File: config.mk
export PLATFORM = sky130hd
export DESIGN_NAME = hazard_ctrl_flat
export DESIGN_NICKNAME = d
export VERILOG_FILES = /design/src/rtl/hazard_ctrl_if.sv /design/src/rtl/hazard_ctrl.sv /design/src/flat_wrapper.sv
export SDC_FILE = /design/constraint.sdc
export NUM_CORES = 1
export LEC_CHECK = 0
export CAP_MARGIN = 25
export CORE_MARGIN = 2
export CORE_UTILIZATION = 56
export DETAILED_ROUTE_END_ITERATION = 12
export DONT_BUFFER_PORTS = 1
export PLACE_DENSITY = 0.72
export SETUP_SLACK_MARGIN = 0.4
export SYNTH_ARGS = -nofsm -noshare
export SYNTH_HDL_FRONTEND = slang
export SYNTH_SLANG_ARGS = --single-unit
File: constraint.sdc
create_clock -name clk -period 3.8 [get_ports clk]
set_input_delay 0.38 -clock clk [delete_from_list [all_inputs] [get_ports clk]]
set_output_delay 0.38 -clock clk [all_outputs]
set_load 0.005 [all_outputs]
File: src/rtl/hazard_ctrl_if.sv
// hazard_ctrl_if: signal bundle between the ID/EX pipeline control and hazard_ctrl.
//   master: pipeline side, drives ID/EX register contents and gets stall/flush/forward controls.
//   slave : hazard_ctrl side.
//   id_*        source registers and read enables of the ID instruction
//   ex_*        fields held in the ID/EX register, plus the taken-redirect indication
//   stall_*     hold PC, IF/ID, ID/EX
//   flush_*     load a bubble into IF/ID, ID/EX
//   mem_bubble  EX/MEM captures a bubble this edge
//   fwd_a/b     EX operand select: 00 regfile, 10 MEM result, 01 WB result
//   mc_done     last EX cycle of a multi-cycle instruction
//   stall_cycles, flush_events  saturating performance counters
interface hazard_ctrl_if #(
    parameter int unsigned CNT_W = 16
);
    logic [4:0]       id_rs1;
    logic [4:0]       id_rs2;
    logic             id_use_rs1;
    logic             id_use_rs2;
    logic [4:0]       ex_rs1;
    logic [4:0]       ex_rs2;
    logic [4:0]       ex_rd;
    logic             ex_reg_write;
    logic             ex_is_load;
    logic             ex_mc_start;
    logic             ex_redirect;
    logic             stall_pc;
    logic             stall_if_id;
    logic             stall_id_ex;
    logic             flush_if_id;
    logic             flush_id_ex;
    logic             mem_bubble;
    logic [1:0]       fwd_a;
    logic [1:0]       fwd_b;
    logic             mc_done;
    logic [CNT_W-1:0] stall_cycles;
    logic [CNT_W-1:0] flush_events;

    modport master (
        output id_rs1, id_rs2, id_use_rs1, id_use_rs2, ex_rs1, ex_rs2, ex_rd,
               ex_reg_write, ex_is_load, ex_mc_start, ex_redirect,
        input  stall_pc, stall_if_id, stall_id_ex, flush_if_id, flush_id_ex, mem_bubble,
               fwd_a, fwd_b, mc_done, stall_cycles, flush_events
    );

    modport slave (
        input  id_rs1, id_rs2, id_use_rs1, id_use_rs2, ex_rs1, ex_rs2, ex_rd,
               ex_reg_write, ex_is_load, ex_mc_start, ex_redirect,
        output stall_pc, stall_if_id, stall_id_ex, flush_if_id, flush_id_ex, mem_bubble,
               fwd_a, fwd_b, mc_done, stall_cycles, flush_events
    );
endinterface

File: src/rtl/hazard_ctrl.sv
// hazard_ctrl: pipeline hazard controller for the 5-stage core.
//   Generates PC/IF/ID/EX stalls and flushes (redirect > multi-cycle > load-use),
//   EX operand forwarding selects from a shadow copy of the MEM/WB destinations,
//   a multi-cycle (mul/div) stall FSM and saturating stall/flush counters.
// Ports:
//   clk    clock, rising edge
//   rst    asynchronous active-high reset
//   hz_io  hazard_ctrl_if slave modport (all data/control signals)
module hazard_ctrl #(
    parameter int unsigned MC_LAT = 4,   // cycles a multi-cycle op occupies EX, 2..255
    parameter int unsigned CNT_W  = 16
) (
    input  logic          clk,
    input  logic          rst,
    hazard_ctrl_if.slave  hz_io
);
    typedef enum logic {StIdle, StBusy} mc_state_e;

    localparam logic [7:0] McInit = 8'(MC_LAT - 2);

    mc_state_e        state_q;
    logic [7:0]       mc_cnt_q;
    logic             mc_done_q;
    logic [4:0]       mem_rd_q, wb_rd_q;
    logic             mem_we_q, wb_we_q;
    logic [CNT_W-1:0] stall_cnt_q, stall_cnt_d;
    logic [CNT_W-1:0] flush_cnt_q, flush_cnt_d;

    logic mc_busy, mc_stall, load_use;

    assign mc_busy  = (state_q == StBusy);
    assign mc_stall = (hz_io.ex_mc_start && !mc_busy) || (mc_busy && (mc_cnt_q != 8'd0));
    assign load_use = hz_io.ex_is_load && hz_io.ex_reg_write && (hz_io.ex_rd != 5'd0) &&
                      ((hz_io.id_use_rs1 && (hz_io.id_rs1 == hz_io.ex_rd)) ||
                       (hz_io.id_use_rs2 && (hz_io.id_rs2 == hz_io.ex_rd)));

    always_comb begin
        hz_io.stall_pc    = 1'b0;
        hz_io.stall_if_id = 1'b0;
        hz_io.stall_id_ex = 1'b0;
        hz_io.flush_if_id = 1'b0;
        hz_io.flush_id_ex = 1'b0;
        hz_io.mem_bubble  = 1'b0;
        if (hz_io.ex_redirect) begin
            hz_io.flush_if_id = 1'b1;
            hz_io.flush_id_ex = 1'b1;
        end else if (mc_stall) begin
            hz_io.stall_pc    = 1'b1;
            hz_io.stall_if_id = 1'b1;
            hz_io.stall_id_ex = 1'b1;
            hz_io.mem_bubble  = 1'b1;
        end else if (load_use) begin
            // The load proceeds to MEM; the consumer waits one cycle behind a bubble.
            hz_io.stall_pc    = 1'b1;
            hz_io.stall_if_id = 1'b1;
            hz_io.flush_id_ex = 1'b1;
        end
    end

    // MEM beats WB; x0 never forwards.
    function automatic logic [1:0] fwd_sel(input logic [4:0] rs);
        if (mem_we_q && (mem_rd_q != 5'd0) && (mem_rd_q == rs)) return 2'b10;
        if (wb_we_q && (wb_rd_q != 5'd0) && (wb_rd_q == rs))    return 2'b01;
        return 2'b00;
    endfunction

    assign hz_io.fwd_a        = fwd_sel(hz_io.ex_rs1);
    assign hz_io.fwd_b        = fwd_sel(hz_io.ex_rs2);
    assign hz_io.mc_done      = mc_done_q;
    assign hz_io.stall_cycles = stall_cnt_q;
    assign hz_io.flush_events = flush_cnt_q;

    always_comb begin
        stall_cnt_d = stall_cnt_q;
        flush_cnt_d = flush_cnt_q;
        if (hz_io.stall_pc && (stall_cnt_q != {CNT_W{1'b1}})) stall_cnt_d = stall_cnt_q + 1'b1;
        if (hz_io.flush_if_id && (flush_cnt_q != {CNT_W{1'b1}})) flush_cnt_d = flush_cnt_q + 1'b1;
    end

    // Multi-cycle FSM; mc_done_q is precomputed so it is high exactly while BUSY with count 0.
    always_ff @(posedge clk or posedge rst) begin
        if (rst) begin
            state_q   <= StIdle;
            mc_cnt_q  <= 8'd0;
            mc_done_q <= 1'b0;
        end else begin
            case (state_q)
                StIdle: begin
                    if (hz_io.ex_mc_start && !hz_io.ex_redirect) begin
                        state_q   <= StBusy;
                        mc_cnt_q  <= McInit;
                        mc_done_q <= (McInit == 8'd0);
                    end
                end
                StBusy: begin
                    if (mc_cnt_q != 8'd0) begin
                        mc_cnt_q  <= mc_cnt_q - 8'd1;
                        mc_done_q <= (mc_cnt_q == 8'd1);
                    end else begin
                        state_q   <= StIdle;
                        mc_done_q <= 1'b0;
                    end
                end
                default: begin
                    state_q   <= StIdle;
                    mc_done_q <= 1'b0;
                end
            endcase
        end
    end

    always_ff @(posedge clk or posedge rst) begin
        if (rst) begin
            mem_rd_q    <= 5'd0;
            mem_we_q    <= 1'b0;
            wb_rd_q     <= 5'd0;
            wb_we_q     <= 1'b0;
            stall_cnt_q <= '0;
            flush_cnt_q <= '0;
        end else begin
            wb_rd_q     <= mem_rd_q;
            wb_we_q     <= mem_we_q;
            mem_rd_q    <= hz_io.mem_bubble ? 5'd0 : hz_io.ex_rd;
            mem_we_q    <= hz_io.mem_bubble ? 1'b0 : hz_io.ex_reg_write;
            stall_cnt_q <= stall_cnt_d;
            flush_cnt_q <= flush_cnt_d;
        end
    end
endmodule
File: src/flat_wrapper.sv
// flat-port wrapper written by rule: the top's interface ports become plain ports
module hazard_ctrl_flat 
#(
    parameter int unsigned MC_LAT = 4,                                                 
    parameter int unsigned CNT_W  = 16
)
  (clk, rst, hz_io_id_rs1, hz_io_id_rs2, hz_io_id_use_rs1, hz_io_id_use_rs2, hz_io_ex_rs1, hz_io_ex_rs2, hz_io_ex_rd, hz_io_ex_reg_write, hz_io_ex_is_load, hz_io_ex_mc_start, hz_io_ex_redirect, hz_io_stall_pc, hz_io_stall_if_id, hz_io_stall_id_ex, hz_io_flush_if_id, hz_io_flush_id_ex, hz_io_mem_bubble, hz_io_fwd_a, hz_io_fwd_b, hz_io_mc_done, hz_io_stall_cycles, hz_io_flush_events);
  hazard_ctrl_if #(.CNT_W(CNT_W)) hz_io_i ();
  input  logic clk;
  input  logic rst;
  input wire logic [$bits(hz_io_i.id_rs1)-1:0] hz_io_id_rs1;
  input wire logic [$bits(hz_io_i.id_rs2)-1:0] hz_io_id_rs2;
  input wire logic [$bits(hz_io_i.id_use_rs1)-1:0] hz_io_id_use_rs1;
  input wire logic [$bits(hz_io_i.id_use_rs2)-1:0] hz_io_id_use_rs2;
  input wire logic [$bits(hz_io_i.ex_rs1)-1:0] hz_io_ex_rs1;
  input wire logic [$bits(hz_io_i.ex_rs2)-1:0] hz_io_ex_rs2;
  input wire logic [$bits(hz_io_i.ex_rd)-1:0] hz_io_ex_rd;
  input wire logic [$bits(hz_io_i.ex_reg_write)-1:0] hz_io_ex_reg_write;
  input wire logic [$bits(hz_io_i.ex_is_load)-1:0] hz_io_ex_is_load;
  input wire logic [$bits(hz_io_i.ex_mc_start)-1:0] hz_io_ex_mc_start;
  input wire logic [$bits(hz_io_i.ex_redirect)-1:0] hz_io_ex_redirect;
  output wire logic [$bits(hz_io_i.stall_pc)-1:0] hz_io_stall_pc;
  output wire logic [$bits(hz_io_i.stall_if_id)-1:0] hz_io_stall_if_id;
  output wire logic [$bits(hz_io_i.stall_id_ex)-1:0] hz_io_stall_id_ex;
  output wire logic [$bits(hz_io_i.flush_if_id)-1:0] hz_io_flush_if_id;
  output wire logic [$bits(hz_io_i.flush_id_ex)-1:0] hz_io_flush_id_ex;
  output wire logic [$bits(hz_io_i.mem_bubble)-1:0] hz_io_mem_bubble;
  output wire logic [$bits(hz_io_i.fwd_a)-1:0] hz_io_fwd_a;
  output wire logic [$bits(hz_io_i.fwd_b)-1:0] hz_io_fwd_b;
  output wire logic [$bits(hz_io_i.mc_done)-1:0] hz_io_mc_done;
  output wire logic [$bits(hz_io_i.stall_cycles)-1:0] hz_io_stall_cycles;
  output wire logic [$bits(hz_io_i.flush_events)-1:0] hz_io_flush_events;
  assign hz_io_i.id_rs1 = hz_io_id_rs1;
  assign hz_io_i.id_rs2 = hz_io_id_rs2;
  assign hz_io_i.id_use_rs1 = hz_io_id_use_rs1;
  assign hz_io_i.id_use_rs2 = hz_io_id_use_rs2;
  assign hz_io_i.ex_rs1 = hz_io_ex_rs1;
  assign hz_io_i.ex_rs2 = hz_io_ex_rs2;
  assign hz_io_i.ex_rd = hz_io_ex_rd;
  assign hz_io_i.ex_reg_write = hz_io_ex_reg_write;
  assign hz_io_i.ex_is_load = hz_io_ex_is_load;
  assign hz_io_i.ex_mc_start = hz_io_ex_mc_start;
  assign hz_io_i.ex_redirect = hz_io_ex_redirect;
  assign hz_io_stall_pc = hz_io_i.stall_pc;
  assign hz_io_stall_if_id = hz_io_i.stall_if_id;
  assign hz_io_stall_id_ex = hz_io_i.stall_id_ex;
  assign hz_io_flush_if_id = hz_io_i.flush_if_id;
  assign hz_io_flush_id_ex = hz_io_i.flush_id_ex;
  assign hz_io_mem_bubble = hz_io_i.mem_bubble;
  assign hz_io_fwd_a = hz_io_i.fwd_a;
  assign hz_io_fwd_b = hz_io_i.fwd_b;
  assign hz_io_mc_done = hz_io_i.mc_done;
  assign hz_io_stall_cycles = hz_io_i.stall_cycles;
  assign hz_io_flush_events = hz_io_i.flush_events;
  hazard_ctrl #(.MC_LAT(MC_LAT), .CNT_W(CNT_W)) u_core (.clk(clk), .rst(rst), .hz_io(hz_io_i));
endmodule
==> load_flow_metrics.sql, run 1 <==
INSERT INTO impl_metrics (metric_group, metric, value, unit) VALUES
('status', 'run_status', 'finished, final reports clean', ''),
('place', 'preCtsSetupSlack', '1400', 'ps'),
('synth', 'netlist_instances', '267', ''),
('cts', 'tritoncts', 'yes', ''),
('final_layout', 'final-seq-area', '1350', 'um^2'),
('cts', 'cts.sinks', '54', ''),
('synth', 'postSynth.asyncResetShare', '100', '%'),
('timing', 'timing.setup.tns', '0', 'ps'),
('setup_path', 'worst-r2r-setup-slack', '1390', 'ps'),
('timing', 'setup_viols_final', '0', ''),
('cts', 'clock_path_buffers', '2', ''),
('flow_run', 'max-cap-violations', '0', ''),
('grt', 'grt_util_all_layers', '18.9', '%'),
('drt', 'routed.top_layer', 'met4', ''),
('power', 'vdd_ir_drop_max', '329', 'uV'),
('cts', 'clk-insertion-delay-late', '300', 'ps'),
('synth', 'syn_avg_cell_area', '10.6', 'um^2'),
('floorplanning', 'die-area', '5650', 'um^2'),
('synth', 'yosysTopAreaCellShare', '47.7', '%'),
('cts', 'tritoncts.num_buffers', '5', ''),
('cts', 'ctsHtreeMaxLevel', '2', ''),
('setup_path', 'crit_family', 'compound AO/OA/AOI/OAI gates', ''),
('synth', 'synth_edf_count', '0', ''),
('cts', 'post_cts_resize_count', '0', ''),
('setup_path', 'crit_path_cell_trace', 'inv_1 > ha_1 > nor3b_2 > nand4_1 > o211a_4 > a21oi_4 > inv_1', ''),
('setup_path', 'worst_r2r_path_depth', '8', ''),
('timing', 'fmax', '382', 'MHz'),
('final_layout', 'final_nets', '306', ''),
('floorplanning', 'core_region_area', '4820', 'um^2'),
('place', 'final_replace_weighted_congestion', '0.885', ''),
('drt', 'route.antenna.remaining_nets', '0', ''),
('drt', 'routed_wl', '5.11', 'mm'),
('timing', 'count_of_final_max_slew_check_failures', '0', ''),
('timing', 'final_critical_path_setup_slack', '1180', 'ps'),
('place', 'place_hpwl', '3.82', 'mm'),
('cts', 'clkTransAtPathRegs', '100', 'ps'),
('drt', 'vias_per_cell', '5.58', ''),
('drt', 'route.detailed.wl_per_inst', '15.2', 'um'),
('timing', 'finalCritPeriodShare', '68.8', '%'),
('synth', 'synth_seq_cells', '54', ''),
('floorplanning', 'die_h', '75.1', 'um'),
('cts', 'cts_post_setup_buffers_inserted', '0', ''),
('grt', 'grt_overflow_total', '0', ''),
('timing', 'skew', '9.48', 'ps'),
('synth', 'synth.largest_area_cell', 'sky130_fd_sc_hd__dfrtp_1', ''),
('synth', 'seq_area_frac_synth', '47.7', '%'),
('grt', 'grt_first_pass_wirelength', '8.19', 'mm'),
('setup_path', 'worst_path_max_delay_cell', 'sky130_fd_sc_hd__dfrtp_1', ''),
('synth', 'yosys-top-cells-count', 'sky130_fd_sc_hd__dfrtp_1 (54), sky130_fd_sc_hd__xor2_1 (35), sky130_fd_sc_hd__xnor2_1 (28)', ''),
('timing', 'fin_crit', '2620', 'ps'),
('timing', 'rsz_0062_raised_after_global_routing', 'false', ''),
('synth', 'post_synth_main_area_contributors', 'sky130_fd_sc_hd__dfrtp_1 (48%), sky130_fd_sc_hd__xor2_1 (11%), sky130_fd_sc_hd__xnor2_1 (8.7%)', ''),
('cts', 'hold_buffers', '0', ''),
('power', 'cellPowerDensity', '540', 'nW/um^2'),
('setup_path', 'arrival', '2240', 'ps'),
('grt', 'grt_antenna_before_repair', '0', ''),
('grt', 'grt_pass1_vias', '1861', ''),
('drt', 'met2WireLength', '2.40', 'mm'),
('final_layout', 'area.growth.synth_to_final', '5.92', '%'),
('drt', 'vias', '1882', ''),
('setup_path', 'worstReg2RegEnd', 'u_core.hz_io.stall_cycles[1]', ''),
('setup_path', 'criticalPathCategory', 'reg2out', ''),
('floorplanning', 'num_rows', '25', ''),
('synth', 'synthFlopType', 'sky130_fd_sc_hd__dfrtp_1', ''),
('drt', 'first_pass_iters', '4', ''),
('setup_path', 'worstSetupStartpointType', 'register', ''),
('timing', 'worst_slew_margin_rel', '49.3', '%'),
('setup_path', 'critical_path.n_buffers_inverters', '2', ''),
('power', 'p_leak', '1.32', 'nW'),
('drt', 'drt_drc_violations_left', '0', ''),
('setup_path', 'required', '3420', 'ps');
state kept, by name, summed over array words and instances, names as in the netlist:
| signal | flops |
|---|---|
| u_core.mem_rd_q | 5 |
| u_core.hz_io.flush_events | 16 |
| u_core.wb_rd_q | 5 |
| u_core.hz_io.mc_done | 1 |
| u_core.wb_we_q | 1 |
| u_core.mem_we_q | 1 |
| u_core.mc_busy | 1 |
| u_core.hz_io.stall_cycles | 16 |
| u_core.mc_cnt_q | 8 |
final cells by class:
cell class | instances | share of cell area [%]
multi-input combinational | 200 | 47.1
timing repair buffer | 1 | 0.667
clock inverter | 1 | 0.292
inverter | 7 | 0.875
sequential | 54 | 45.0
clock buffer | 7 | 3.21
tap | 67 | 2.79
cells by family (layout without fill, tap and decap cells):
group           count (synthesis)  count (layout)  share of synthesized area [%]
simple gates                  108             108                           20.9
xor+xnor                       63              63                           19.5
flops                          54              54                           47.7
compound gates                 22              22                           6.45
buf+inv                        13              16                           2.38
fa+ha+maj                       4               4                           1.77
mux                             3               3                           1.32
routing by layer:
metal | up-vias | global-route usage [%]
li1 | 925 | -
met1 | 897 | 24.8
met2 | 51 | 29.8
met3 | 9 | 6.16
met4 | 0 | 6.04
met5 | - | 0
through the flow:
| step | cells | cell area [um^2] | power, mW | hold WS (ps) | utilization (%) |
|---|---|---|---|---|---|
| global route | 337 | 3000 | 1.74 | 57.4 | 62.3 |
| CTS | 337 | 3000 | 1.64 | 31.1 | 62.3 |
| finish | 337 | 3000 | 1.62 | 11.8 | 62.3 |
| global placement | 328 | 2880 | 1.28 | 355 | 59.7 |
| detailed placement | 329 | 2900 | 1.30 | 365 | 60.1 |
| floorplan | 267 | 2830 | 1.20 | 348 | - |
power by group:
group / total, mW / internal [mW] / switching [mW]
sequential: 0.898 / 0.712 / 0.186
combinational: 0.378 / 0.190 / 0.188
clock: 0.345 / 0.167 / 0.177
total: 1.62 / 1.07 / 0.552
how the worst max path moves through the flow:
stage,depth (start not counted),endpoint,slack (ps)
2_1_floorplan,9,hz_io_stall_pc,1660
3_3_place_gp,8,u_core.hz_io.stall_cycles[1],1460
3_5_place_dp,8,u_core.hz_io.stall_cycles[1],1400
4_1_cts,7,hz_io_stall_pc,1170
5_1_grt,7,hz_io_stall_pc,1000
6_report,7,hz_io_stall_pc,1180
placed cells by master, fill, tap and decap left out, drive strengths merged, types with 2 or more instances in the layout:
cell type and instances:
nor4 6, nor4b 2, nand3 12, and3 4, inv 7, and4 3
a211oi 2, clkbuf 7, o21a 3, ha 4, or4 5, mux2 3
nor2 19, dfrtp 54, xor2 35, nand4 10, a2111oi 3, nor3b 4
a21oi 3, xnor2 28, nor3 6, nand2 22, nor2b 7, nand2b 3
o21ai 5
(Power assumes the default switching activity.)
==> inputs of run 2 (changes only) <==
==> constraint.sdc (replaced) <==
create_clock -name clk -period 2.55 [get_ports clk]
set_input_delay 0.255 -clock clk [delete_from_list [all_inputs] [get_ports clk]]
set_output_delay 0.255 -clock clk [all_outputs]
set_load 0.005 [all_outputs]
==> run 2 against run 1 <==
Net effect: clock skew is 1.8 ps lower; total power up 65%; setup slack worse by 790 ps; sequential cell count is the same; global-route usage up 1.8 points; combinational power is 100% higher; worst hold slack better by 69 ps; first-iteration DRC count rose by 17%; final area rose by 8.5%; final cell count grew 7.1%; core utilization grew 5.3 points; die area unchanged; largest power group unchanged.
==> load_flow_metrics.sql, run 2 (synthesized netlist as in run 1, its figures left out) <==
INSERT INTO impl_metrics (metric_group, metric, value, unit) VALUES
('status', 'run_status', 'finished, final reports clean', ''),
('power', 'vdd_ir_drop_max', '570', 'uV'),
('cts', 'cell_at_the_root_of_the_clock_tree', 'sky130_fd_sc_hd__clkbuf_8', ''),
('setup_path', 'arrival', '1900', 'ps'),
('power', 'cellPowerDensity', '824', 'nW/um^2'),
('place', 'port_buffers', '0', ''),
('final_layout', 'layout-drive-gt1-share', '18.7', '%'),
('cts', 'cts.sinks', '54', ''),
('power', 'cell_internal_pwr', '1.77', 'mW'),
('cts', 'clkTransAtPathRegs', '90', 'ps'),
('drt', 'route.detailed.wl_per_inst', '15.7', 'um'),
('grt', 'grt_overflow_total', '0', ''),
('cts', 'clock_path_buffers', '2', ''),
('drt', 'vias', '2026', ''),
('timing', 'final-hold-violation-count', '0', ''),
('worst_hold_path', 'hold_path.class', 'in2reg', ''),
('flow_run', 'max-cap-violations', '0', ''),
('grt', 'grt_first_pass_wirelength', '8.81', 'mm'),
('cts', 'clk-insertion-delay-late', '310', 'ps'),
('timing', 'worst_slew_margin_rel', '65.3', '%'),
('drt', 'route.antenna.remaining_nets', '0', ''),
('final_layout', 'final_cell_mix', 'sky130_fd_sc_hd__dfrtp_1 (52), sky130_fd_sc_hd__xor2_1 (35), sky130_fd_sc_hd__xnor2_1 (28)', ''),
('timing', 'setup_viols_final', '0', ''),
('final_layout', 'final_nets', '330', ''),
('place', 'place_hpwl', '3.96', 'mm'),
('power', 'switching_fraction', '33.9', '%'),
('place', 'final_replace_weighted_congestion', '0.945', ''),
('final_layout', 'area.growth.synth_to_final', '14.9', '%'),
('floorplanning', 'num_rows', '25', ''),
('final_layout', 'antenna_cells_inserted', '0', ''),
('cts', 'tritoncts.num_buffers', '5', ''),
('grt', 'grt_antenna_before_repair', '0', ''),
('final_layout', 'fill_cells', '375', ''),
('floorplanning', 'die-area', '5650', 'um^2'),
('drt', 'drt_iter0_drc', '117', ''),
('setup_path', 'worst-r2r-setup-slack', '450', 'ps'),
('timing', 'timing.setup.tns', '0', 'ps'),
('floorplanning', 'ios', '76', ''),
('setup_path', 'criticalPathCategory', 'reg2out', ''),
('power', 'combPwrFrac', '28.7', '%'),
('timing', 'skew', '7.64', 'ps'),
('setup_path', 'required', '2300', 'ps'),
('setup_path', 'worstSetupEndpointType', 'primary output', ''),
('grt', 'grt_pass1_vias', '1974', ''),
('timing', 'fin_crit', '2150', 'ps'),
('final_layout', 'most_common_cell_after_layout_fill_and_taps_aside', 'sky130_fd_sc_hd__dfrtp_1', ''),
('grt', 'grt_max_degree', '22', ''),
('final_layout', 'layoutNonFillerInstCount', '361', ''),
('drt', 'vias_per_cell', '5.61', ''),
('cts', 'tritoncts', 'yes', ''),
('floorplanning', 'die_x', '75.1', 'um'),
('power', 'seq_power_share', '50.3', '%'),
('timing', 'rsz_0062_raised_after_global_routing', 'true', ''),
('power', 'share_clk_of_total_power', '21.0', '%'),
('floorplanning', 'die_h', '75.1', 'um'),
('floorplanning', 'core_region_area', '4820', 'um^2'),
('timing', 'fmax', '464', 'MHz'),
('place', 'numPlacedInstances', '332', ''),
('power', 'p_leak', '1.43', 'nW'),
('timing', 'count_of_final_max_slew_check_failures', '0', ''),
('timing', 'worst-slew-pin-transition', '507', 'ps'),
('final_layout', 'final_core_util', '67.6', '%'),
('floorplanning', 'initial_core_util', '58.8', '%'),
('drt', 'drt_drc_violations_left', '0', ''),
('setup_path', 'worstSetupStartpointType', 'register', ''),
('timing', 'finalCritPeriodShare', '84.5', '%'),
('power', 'p_switching', '911', 'uW'),
('drt', 'first_pass_iters', '4', ''),
('grt', 'grt_util_all_layers', '20.7', '%'),
('setup_path', 'cp_max_fo', '5', ''),
('drt', 'routed_wl', '5.67', 'mm'),
('cts', 'ctsHtreeMaxLevel', '2', '');
## run 2: cell types whose count changed in the layout (fill, tap and decap cells not counted), moves of 2 or more
cell                        delta
sky130_fd_sc_hd__a2111oi_1     +2
sky130_fd_sc_hd__dfrtp_2       +2
sky130_fd_sc_hd__nor4_1        -3
sky130_fd_sc_hd__clkbuf_8      -2
sky130_fd_sc_hd__dfrtp_1       -2
sky130_fd_sc_hd__nor4_2        +2
sky130_fd_sc_hd__inv_2         +2
sky130_fd_sc_hd__buf_4        +22
sky130_fd_sc_hd__inv_1         -3
sky130_fd_sc_hd__a2111oi_0     -2
## run 2: final timing paths
check,from,to,cells past startpoint
min,hz_io_ex_rd[4],u_core.mem_rd_q[4],1
max,u_core.mc_cnt_q[1],hz_io_stall_pc,8
max reg2reg,u_core.mc_cnt_q[1],u_core.hz_io.stall_cycles[1],9
max in group asynchronous,rst,u_core.hz_io.flush_events[1],3
min in group asynchronous,rst,u_core.hz_io.stall_cycles[10],2
min reg2reg,u_core.mem_rd_q[3],u_core.wb_rd_q[3],0
## run 2: power groups by stage
stage	clock network (mW)	registers, mW	logic, mW
detailed placement	0	1.36	0.583
global route	0.613	1.39	0.863
finish	0.562	1.35	0.770
CTS	0.579	1.35	0.680
global placement	0	1.35	0.560
floorplan	0	1.27	0.516
## run 2: repair_timing
item                       CTS  global route
hold endpoints to repair    14             0
resized for setup            8            15
cloned                       1             0
setup endpoints to repair   15            14
pin swaps                    5             6
setup buffers               11             8
hold buffers                 1             0
## run 2: cell type report
type	count	area (um^2)	area share (%)
clock inverter	2	37.5	1.15
timing repair buffer	24	186	5.72
inverter	7	28.8	0.884
clock buffer	6	72.6	2.23
sequential	54	1350	41.6
multi-input combinational	201	1490	45.9
tap	67	83.8	2.57
## run 2: per-layer routing
metal | vias to the layer above | wire length, um | global-route usage [%]
li1 | 979 | - | -
met1 | 968 | 2460 | 26.8
met2 | 66 | 2720 | 32.9
met3 | 13 | 385 | 5.76
met4 | 0 | 99 | 8.58
met5 | - | 0 | 0
## run 2: per-stage QoR
stage                     power, mW  setup WS [ps]  hold slack, ps  instance area, um^2
after floorplan                1.79            536             348                 2830
after global routing           2.86            328            71.6                 3260
after detailed placement       1.94            257             117                 2910
after CTS                      2.61            414            74.0                 3140
after global placement         1.91            330             118                 2910
final                          2.68            396            80.5                 3260
## run 2: critical path, stage by stage (launching register included)
cell                      delay (ps)
sky130_fd_sc_hd__dfrtp_1         400
sky130_fd_sc_hd__inv_2            90
sky130_fd_sc_hd__ha_4            130
sky130_fd_sc_hd__nor3b_4         180
sky130_fd_sc_hd__nand4_1         190
sky130_fd_sc_hd__o211a_4         250
sky130_fd_sc_hd__a21oi_4         180
sky130_fd_sc_hd__buf_6           140
sky130_fd_sc_hd__inv_4            40
==> inputs of run 3 (changes only) <==
--- a/config.mk
+++ b/config.mk
@@ -10,7 +10,7 @@
 export CORE_UTILIZATION = 56
 export DETAILED_ROUTE_END_ITERATION = 12
 export DONT_BUFFER_PORTS = 1
-export PLACE_DENSITY = 0.72
+export PLACE_DENSITY = 0.75
 export SETUP_SLACK_MARGIN = 0.4
 export SYNTH_ARGS = -nofsm -noshare
 export SYNTH_HDL_FRONTEND = slang
==> constraint.sdc (replaced) <==
create_clock -name clk -period 1.82 [get_ports clk]
set_input_delay 0.182 -clock clk [delete_from_list [all_inputs] [get_ports clk]]
set_output_delay 0.182 -clock clk [all_outputs]
set_load 0.005 [all_outputs]
==> run 3 against run 2 <==
Net effect: the run now ends with negative setup slack left; critical path depth up 1; total power up 48%; non-clock buffer count up 33; setup slack worse by 590 ps; sequential share of layout area down 5.0 points; register-to-register slack worse by 640 ps; via count up 6.5%; global-route usage up 2.4 points; count of clock-buffer cells in the layout unchanged; final area up 13%; core utilization up 9.0 points; clock power up 17%.
==> load_flow_metrics.sql, run 3 (synthesized netlist as in run 1, its figures left out) <==
INSERT INTO impl_metrics (metric_group, metric, value, unit) VALUES
('status', 'run_status', 'finished, violations left', ''),
('status', 'violations_in_the_final_reports', 'negative setup slack', ''),
('timing', 'finalCritPeriodShare', '110', '%'),
('final_layout', 'most_common_cell_after_layout_fill_and_taps_aside', 'sky130_fd_sc_hd__dfrtp_1', ''),
('cts', 'tritoncts.num_buffers', '5', ''),
('timing', 'worst-slew-pin-transition', '551', 'ps'),
('cts', 'ctsHtreeMaxLevel', '2', ''),
('floorplanning', 'die-area', '5650', 'um^2'),
('place', 'dpl_cell_area', '3240', 'um^2'),
('setup_path', 'critical-path-max-stage-delay', '410', 'ps'),
('setup_path', 'r2r_start', 'u_core.mc_cnt_q[1]', ''),
('timing', 'fmax', '498', 'MHz'),
('worst_hold_path', 'hold_path.class', 'in2reg', ''),
('drt', 'route.detailed.wl_per_inst', '16.0', 'um'),
('place', 'place_hpwl', '4.33', 'mm'),
('drt', 'vias', '2157', ''),
('final_layout', 'final_nets', '362', ''),
('grt', 'grt_overflow_total', '0', ''),
('setup_path', 'crit_path_cell_trace', 'inv_2 > ha_4 > nor3b_4 > nand4_1 > o211a_4 > a21oi_4 > buf_6 > or2_4 > mux2_4', ''),
('timing', 'rsz_0062_raised_after_global_routing', 'true', ''),
('timing', 'count_of_final_max_slew_check_failures', '0', ''),
('power', 'share_clk_of_total_power', '16.5', '%'),
('setup_path', 'arrival', '2210', 'ps'),
('timing', 'fin_crit', '2010', 'ps'),
('floorplanning', 'die_h', '75.1', 'um'),
('floorplanning', 'die_x', '75.1', 'um'),
('setup_path', 'worst-r2r-setup-slack', '-190', 'ps'),
('setup_path', 'worstSetupStartpointType', 'register', ''),
('setup_path', 'worst_path_max_delay_cell', 'sky130_fd_sc_hd__dfrtp_1', ''),
('cts', 'cell_at_the_root_of_the_clock_tree', 'sky130_fd_sc_hd__clkbuf_8', ''),
('setup_path', 'worstSetupEndpointType', 'register', ''),
('power', 'p_switching', '1.41', 'mW'),
('drt', 'drt_iter0_drc', '112', ''),
('drt', 'drt_drc_violations_left', '0', ''),
('floorplanning', 'initial_core_util', '58.8', '%'),
('floorplanning', 'ios', '76', ''),
('final_layout', 'antenna_cells_inserted', '0', ''),
('setup_path', 'required', '2020', 'ps'),
('flow_run', 'max-cap-violations', '0', ''),
('grt', 'grt_util_all_layers', '23.1', '%'),
('place', 'port_buffers', '0', ''),
('cts', 'cts.sinks', '54', ''),
('power', 'cellPowerDensity', '1080', 'nW/um^2'),
('timing', 'setup_viols_final', '19', ''),
('place', 'final_replace_weighted_congestion', '0.809', ''),
('timing', 'final_critical_path_setup_slack', '-190', 'ps'),
('grt', 'grt_pass1_vias', '2213', ''),
('final_layout', 'final_cell_mix', 'sky130_fd_sc_hd__dfrtp_1 (54), sky130_fd_sc_hd__buf_4 (44), sky130_fd_sc_hd__xor2_1 (35)', ''),
('worst_hold_path', 'min_from', 'hz_io_ex_rd[3]', ''),
('drt', 'first_pass_iters', '4', ''),
('setup_path', 'worstReg2RegEnd', 'u_core.hz_io.stall_cycles[1]', ''),
('grt', 'grt_max_degree', '32', ''),
('power', 'seq_power_share', '44.7', '%'),
('floorplanning', 'num_rows', '25', ''),
('timing', 'skew', '7.72', 'ps'),
('setup_path', 'cp_max_fo', '5', ''),
('cts', 'clkTransAtPathRegs', '90', 'ps'),
('power', 'combPwrFrac', '38.9', '%'),
('drt', 'route.antenna.remaining_nets', '0', ''),
('drt', 'routed_wl', '6.28', 'mm'),
('timing', 'worst_slew_margin_rel', '62.3', '%'),
('drt', 'vias_per_cell', '5.49', ''),
('power', 'switching_fraction', '35.3', '%'),
('cts', 'tritoncts', 'yes', ''),
('final_layout', 'layout-drive-gt1-share', '31.0', '%'),
('cts', 'clk-insertion-delay-late', '310', 'ps'),
('grt', 'grt_first_pass_wirelength', '9.83', 'mm'),
('timing', 'timing.setup.tns', '-2100', 'ps'),
('setup_path', 'worst_r2r_path_depth', '9', ''),
('power', 'vdd_ir_drop_max', '917', 'uV'),
('cts', 'clock_path_buffers', '2', ''),
('worst_hold_path', 'hold_path_depth', '1', ''),
('worst_hold_path', 'hold-path-endpoint', 'u_core.mem_rd_q[3]', ''),
('timing', 'final-hold-violation-count', '0', ''),
('power', 'cell_internal_pwr', '2.58', 'mW'),
('power', 'p_leak', '1.66', 'nW'),
('final_layout', 'area.growth.synth_to_final', '30.2', '%'),
('floorplanning', 'core_region_area', '4820', 'um^2'),
('grt', 'grt_antenna_before_repair', '0', ''),
('final_layout', 'finalInstanceArea', '3690', 'um^2'),
('setup_path', 'criticalPathCategory', 'reg2reg', '');
run 3: cell types whose count changed in the layout (fill, tap and decap cells not counted), sizes merged:
cell and delta:
clkinv +2, bufinv -1, dlygate4sd3 +5, inv -1, o211a -1, buf +28
run 3: critical path, delay by kind of cell, from the launching register on:
kind	cells	cell delay (ps)
mux	1	300
flops	1	410
fa+ha+maj	1	120
compound gates	2	390
buf+inv	2	210
simple gates	3	470
run 3: layout make-up:
type                       count  area (um^2)
inverter                       7         32.5
timing repair buffer          57          478
multi-input combinational    200         1660
sequential                    54         1350
tap                           67         83.8
clock buffer                   6         72.6
fill                         346         1130
clock inverter                 2         13.8
run 3: per-layer routing:
metal	track usage, %	vias up	routed length [um]
met3	6.83	7	395
met1	27.9	1055	2590
met5	0	-	0
li1	-	1039	-
met2	40.2	56	3230
met4	6.82	0	76
run 3: power groups by stage:
stage | clock [mW] | combinational [mW] | sequential, mW
after floorplan | 0 | 0.822 | 1.80
after global placement | 0 | 1.30 | 1.77
after detailed placement | 0 | 1.34 | 1.78
after CTS | 0.686 | 1.47 | 1.76
after global routing | 0.726 | 1.71 | 1.81
final | 0.656 | 1.55 | 1.78
run 3: worst max-delay path by stage:
stage                             from                            to  slack (ps)  cells after the start
floorplan           u_core.mc_cnt_q[1]  u_core.hz_io.stall_cycles[1]        -120                      8
global placement    u_core.mc_cnt_q[1]  u_core.hz_io.stall_cycles[1]         -70                      8
detailed placement  u_core.mc_cnt_q[1]  u_core.hz_io.stall_cycles[1]        -100                      8
CTS                 u_core.mc_cnt_q[0]             hz_io_stall_if_id        -180                      8
global route        u_core.mc_cnt_q[1]                hz_io_stall_pc        -270                      8
finish              u_core.mc_cnt_q[1]  u_core.hz_io.stall_cycles[1]        -190                      9
run 3: what timing repair did:
item	CTS	global route
gates cloned	0	0
setup buffers	13	3
setup endpoints to repair	55	57
resized for setup	20	14
hold buffers	5	1
endpoints found under the hold margin	27	1
pin swaps	13	7
run 3: per-stage QoR:
step,setup slack [ps],util [%],power (mW),hold slack (ps),std cells
floorplan,-121,-,2.62,250,267
global placement,-69.3,67.3,3.07,121,363
detailed placement,-102,67.3,3.13,130,363
CTS,-175,74.4,3.92,0.204,389
global route,-269,76.6,4.25,2.37,393
finish,-190,76.6,3.98,19.6,393
==> RTL change 1 (flow settings as in run 3) <==
`CNT_W` is set to 16 in 3 places; all go to 12.
--- a/src/rtl/hazard_ctrl_if.sv
+++ b/src/rtl/hazard_ctrl_if.sv
@@ -12,3 +12,3 @@
 interface hazard_ctrl_if #(
-    parameter int unsigned CNT_W = 16
+    parameter int unsigned CNT_W = 12
 );
--- a/src/rtl/hazard_ctrl.sv
+++ b/src/rtl/hazard_ctrl.sv
@@ -10,3 +10,3 @@
     parameter int unsigned MC_LAT = 4,   // cycles a multi-cycle op occupies EX, 2..255
-    parameter int unsigned CNT_W  = 16
+    parameter int unsigned CNT_W  = 12
 ) (
--- a/src/flat_wrapper.sv
+++ b/src/flat_wrapper.sv
@@ -4,3 +4,3 @@
     parameter int unsigned MC_LAT = 4,                                                 
-    parameter int unsigned CNT_W  = 16
+    parameter int unsigned CNT_W  = 12
 )
Interface: changed (resized hz_io_flush_events and hz_io_stall_cycles); port bits go from 76 to 68. The function was not compared with the original's and may differ.
==> RTL change 1 against run 3 <==
The flow still finishes with violations (negative setup slack); power increased by 0.68%; clock skew decreased by 0.0048 ns; largest cell class unchanged; synthesized area decreased by 15%; routed wire length shrank 4.0%; via count decreased by 13%; global-route usage rose by 0.77 points; worst setup slack got worse by 0.16 ns; cell area fell by 12%; sequential cell count shrank 8.
==> RTL change 1: results (changes against run 3) <==
• highest ir drop seen on vdd: 0.8915 mV, -2.8%
• Worst R2R Path Depth: 7, -2
• starting DRC count in detailed routing: 74, -34%
• root buffer cell: clkbuf_8
• cell types with the largest area share after synthesis: dfrtp_1 48%, xnor2_1 10%, xor2_1 9.1%
• worst path setup slack after routing: -0.3515 ns, -0.1616 ns
• family of cells with the greatest summed delay on the critical path: simple AND/OR/NAND/NOR gates
• number of I/O port buffers: 0, unchanged
• worst reg2reg endpoint: u_core.hz_io.stall_cycles[1]$_DFFE_PP0P_
• via count of the first global-routing pass: 1,922, -13%
• Net count, final: 307, -15%
• number of unique standard cell types used by synthesis: 40, -4.8%
• Total Neg Setup Slack: -5.093 ns, -2.998 ns
• overall global routing resource usage: 23.87%, +0.77 points
• largest net degree at the start of global routing: 47, +47%
• Worst Hold End: u_core.mem_rd_q[3]$_DFF_PP0_
• routability cong.: 0.8538, +5.5%
• Avg WL per Cell: 18.74 um, +17%
• crit path max fanout: 3, -2
• worst hold start: hz_io_ex_rd[3]
• placed insts: 291, -20%
• sequential cell area fraction in the yosys report: 47.64%, about the same
• crit path DAT: 2.36 ns, +0.15 ns
• net count of the mapped netlist: 258, -15%
• average via count per standard cell: 5.804, +5.8%
• worst hold slack: 0.01196 ns, -0.007635 ns
• proportion of layout cells with a drive suffix above 1: 39.11%, +8.1 points
• detailed placement HPWL: 3.781 mm, -13%
• Post-Place Cell Area: 2691 sq um, -17%
• Yosys warning count: 0, unchanged
• clock tree buffer depth: 2, unchanged
• final cell count without fillers: 322, -18%
• outcome: finished, violations left
• CTS HTree Levels: 2, unchanged
• Crit. Startpoint: u_core.mc_cnt_q[2]$_DFFE_PP0P_
• global-route wire length before repair: 9.094 mm, -7.5%
• number of antenna violations at the first check in global routing: 1, +1
• worst-margin pin slew: 0.5738 ns, +0.02324 ns
• clock latency reported for the late side of the worst-skew pair: 0.30 ns
• critical-path cell with the highest stage delay: or4_4
• biggest cell delay along the critical path: 0.55 ns, +0.14 ns
• Mapped Cells: 221, -17%
• capturing element type of the critical path: flop
• top cells by count, synth: 46 x dfrtp_1, 28 x xnor2_1, 25 x xor2_1
• Reg clk slew, reported paths: 0.08 ns
• post-place setup slack: -0.2685 ns, -0.1660 ns
• number of instances on the worst hold path: 1, unchanged
• worst min-delay path category: input pin to flop
• CTS buffer count: 5, unchanged
• number of endpoints failing setup at the final stage: 27, +8
• first-pass detailed-route iteration total: 4, unchanged
• RR Startpoint: u_core.mc_cnt_q[2]$_DFFE_PP0P_
• violations in the final reports: negative setup slack
• final worst clock skew: 0.002938 ns, -0.004780 ns
• reported leakage power: 1.405 nW, -16%
## RTL change 1: cell types whose count changed in the layout (fill, tap and decap cells not counted), moves of 4 or more
cell / before / now
nor2_1: 17 / 6
xor2_1: 35 / 24
buf_4: 44 / 33
nor3_1: 4 / 0
and2b_1: 1 / 6
nand2_1: 20 / 8
dfrtp_1: 54 / 45
nor2b_1: 7 / 0
buf_6: 6 / 11
nand3_2: 2 / 8
## RTL change 1: cell type report
cell class	count	area [sq um]
clock inverters	1	5.005
fillers	249	824.5
multi-input cells	163	1519
inverters	6	22.52
diodes	1	2.502
flip-flops and latches	46	1152
well taps	50	62.56
repair buffers	48	411.6
clock buffers	7	86.33
## RTL change 1: power breakdown
part	total (mW)	internal (mW)	switching (mW)
registers	1.64	1.30	0.334
logic	1.73	0.920	0.808
clock network	0.644	0.307	0.338
## RTL change 1: kinds of logic (layout without fill, tap and decap cells)
kind of cell | Yosys count | in the layout | share of synthesized area (%)
buffers and inverters | 12 | 62 | 2.692
other | 0 | 1 | 0
DFF | 46 | 46 | 47.64
adders and majority gates | 4 | 4 | 2.072
muxes | 4 | 4 | 1.812
xor gates and xnor gates | 53 | 53 | 19.21
and+or+nand+nor | 82 | 82 | 19.01
AOI/OAI and AO/OA | 20 | 20 | 7.561
## RTL change 1: what timing repair did
item,CTS,global route
hold endpoints to repair,46,3
setup endpoints to repair,48,49
gates resized for setup,33,31
hold buffers,1,3
cloned,0,0
pin swaps,28,24
setup buffers,17,1
## RTL change 1: routing by layer
layer  vias up  wire length [um]  global-route usage (%)
met1       923              2365                   28.64
li1        875                 -                       -
met4         0               146                   6.624
met3        12               430                   9.593
met5         -                 0                       0
met2        59              3091                   39.96
==> RTL change 2 (flow settings as in run 3) <==
Without the edit above. `mem_rd_q` no longer has a reset.
--- a/src/rtl/hazard_ctrl.sv
+++ b/src/rtl/hazard_ctrl.sv
@@ -113,3 +113,2 @@
         if (rst) begin
-            mem_rd_q    <= 5'd0;
             mem_we_q    <= 1'b0;
@@ -122,3 +121,2 @@
             wb_we_q     <= mem_we_q;
-            mem_rd_q    <= hz_io.mem_bubble ? 5'd0 : hz_io.ex_rd;
             mem_we_q    <= hz_io.mem_bubble ? 1'b0 : hz_io.ex_reg_write;
@@ -128,2 +126,6 @@
     end
+
+    always_ff @(posedge clk) begin
+        mem_rd_q <= hz_io.mem_bubble ? 5'd0 : hz_io.ex_rd;
+    end
 endmodule
Check against the original RTL: same outputs for any inputs over 10 cycles, from zero or initial values and one cycle with rst high; that may be too few to reach the edited logic, so the function may still have changed.
==> RTL change 2 against run 3 <==
The flow still finishes with violations (negative setup slack); sequential cell count unchanged; final cell count up 2.3%; synthesized area up 0.71%; power up 19%; sequential share of layout area down 3.3 points; routed wire length up 19%; cell area up 8.6%; register-to-register slack worse by 0.11 ns; fmax down 6.9%; worst setup slack worse by 0.15 ns; via count up 6.3%; critical path depth down 3; critical endpoint is now hz_io_stall_if_id.
==> RTL change 2: results (changes against run 3) <==
• Fin. Hold Viols: 0, unchanged
• via count of the first global-routing pass: 2,334, +5.5%
• Net count, final: 372, +2.8%
• violations in the final reports: negative setup slack
• first-pass detailed-route iteration total: 4, unchanged
• sequential cell area fraction in the yosys report: 46.47%, -1.2 points
• family of cells with the greatest summed delay on the critical path: simple AND/OR/NAND/NOR gates
• worst path setup slack after routing: -0.3395 ns, -0.1496 ns
• clock latency reported for the late side of the worst-skew pair: 0.31 ns, about the same
• critical-path cell with the highest stage delay: or4_4
• final cell count without fillers: 402, +2.3%
• CTS HTree Levels: 2, unchanged
• clock tree buffer depth: 2, unchanged
• n_diodes: 0, unchanged
• adder and majority gate portion of the synthesized area: 2.192%, +0.43 points
• number of I/O port buffers: 0, unchanged
• crit path max fanout: 4, -1
• number of unique standard cell types used by synthesis: 47, +12%
• number of antenna violations at the first check in global routing: 0, unchanged
• global-route wire length before repair: 10.48 mm, +6.6%
• routability cong.: 0.7855, -2.9%
• average via count per standard cell: 5.704, +3.9%
• reported leakage power: 1.761 nW, +5.9%
• cell types with the largest area share after synthesis: dfrtp_1 43%, xor2_1 14%, xnor2_1 5.5%
• biggest cell delay along the critical path: 0.56 ns, +0.15 ns
• crit path DAT: 1.98 ns, -0.23 ns
• CTS buffer count: 5, unchanged
• total length of routed wires: 7.493 mm, +19%
• Post-Place Cell Area: 3301 sq um, +1.9%
• net count of the mapped netlist: 304, unchanged
• Async SR Flop Fraction: 90.74%, -9.3 points
• highest ir drop seen on vdd: 0.9777 mV, +6.6%
• Crit. Startpoint: u_core.mc_cnt_q[2]$_DFFE_PP0P_
• overall global routing resource usage: 24.55%, +1.4 points
• worst min-delay path category: input pin to flop
• Yosys warning count: 0, unchanged
• outcome: finished, violations left
• Mapped Cells: 266, -0.37%
• largest net degree at the start of global routing: 24, -25%
• most instantiated flip-flop cell in the synthesis netlist: dfrtp_1
• starting DRC count in detailed routing: 85, -24%
• placed insts: 363, unchanged
• worst hold start: hz_io_ex_rd[4]
• detailed placement HPWL: 4.582 mm, +5.9%
• root buffer cell: clkbuf_8
• post-place setup slack: -0.2183 ns, -0.1158 ns
• Compound-Gate Fraction of Synth Area: 5.743%, -0.70 points
• final worst clock skew: 0.005781 ns, -0.001938 ns
• Reg clk slew, reported paths: 0.09 ns, about the same
• proportion of layout cells with a drive suffix above 1: 43.58%, +13 points
• xor and xnor area share after synthesis: 19.64%, +0.17 points
• number of endpoints failing setup at the final stage: 28, +9
• worst-margin pin slew: 0.4906 ns, -0.05991 ns
• top cells by count, synth: 49 x dfrtp_1, 46 x xor2_1, 21 x nor2_1
• share of synthesized area spent on multiplexers: 0.9206%, -0.40 points
==> RTL change 2: worst paths after layout <==
kind	end	slack (ns)	cells past startpoint
max in group asynchronous	u_core.mc_cnt_q[2]$_DFFE_PP0P_	0.88	3
setup reg to reg	u_core.hz_io.stall_cycles[9]$_DFFE_PP0P_	-0.30	8
hold / removal	u_core.mem_rd_q[4]$_SDFF_PP0_	0.02	1
min in group asynchronous	u_core.hz_io.flush_events[10]$_DFFE_PP0P_	0.35	2
setup / recovery	hz_io_stall_if_id	-0.34	6
hold reg to reg	u_core.wb_rd_q[2]$_DFF_PP0_	0.40	0
==> RTL change 2: cell families after synthesis <==
kind of cell,after synthesis
flip-flops,54
buffers and inverters,15
AO/OA/AOI/OAI,20
multiplexers,2
adder cells (fa/ha/maj),5
AND/OR/NAND/NOR,106
XOR/XNOR,64
==> RTL change 2: power by group <==
part,total (mW),internal (mW),switching [mW]
Combinational,2.09,1.08,1.01
Clock,0.806,0.411,0.395
Sequential,1.84,1.50,0.340
Total,4.74,3.00,1.75
==> RTL change 2: layer usage <==
metal,share of wire (%),up-vias,GRT usage (%)
met3,5.5,10,6.217
met4,1.1,0,9.162
met5,0,-,0
li1,-,1068,-
met2,55,65,44.25
met1,39,1150,27.98
==> RTL change 2: stage by stage <==
step | hold WS (ns) | TNS [ns] | total power, mW
detailed placement | 0.1173 | -2.767 | 3.308
finish | 0.01745 | -5.874 | 4.742
CTS | 0.004517 | -5.161 | 4.498
global route | 0.002008 | -7.752 | 5.016
global placement | 0.1095 | -1.999 | 3.247
floorplan | 0.3228 | -4.002 | 2.766
==> RTL change 2: what timing repair did <==
item,in CTS,in global routing
endpoints found under the setup margin,55,57
hold endpoints to repair,21,3
gates resized for setup,52,25
hold buffers,1,3
cloned,1,0
buffers inserted,21,5
pin swaps,28,11
==> RTL change 2: final cells by class <==
| cell class | count | area, sq um |
|---|---|---|
| fill | 269 | 808.3 |
| timing repair buffer | 66 | 586.8 |
| sequential | 54 | 1334 |
| multi-input combinational | 197 | 1852 |
| clock inverter | 2 | 37.54 |
| clock buffer | 6 | 72.57 |
| inverter | 10 | 42.54 |
| tap | 67 | 83.83 |
==> RTL change 2: worst reg2reg max path: stages, from the launching register on <==
cell      delay [ns]
dfrtp_1         0.39
or4_4           0.56
nor3_4          0.19
a311oi_4        0.12
o21ba_4         0.26
buf_4           0.15
buf_4           0.13
nor3_1          0.05
xor2_1          0.16
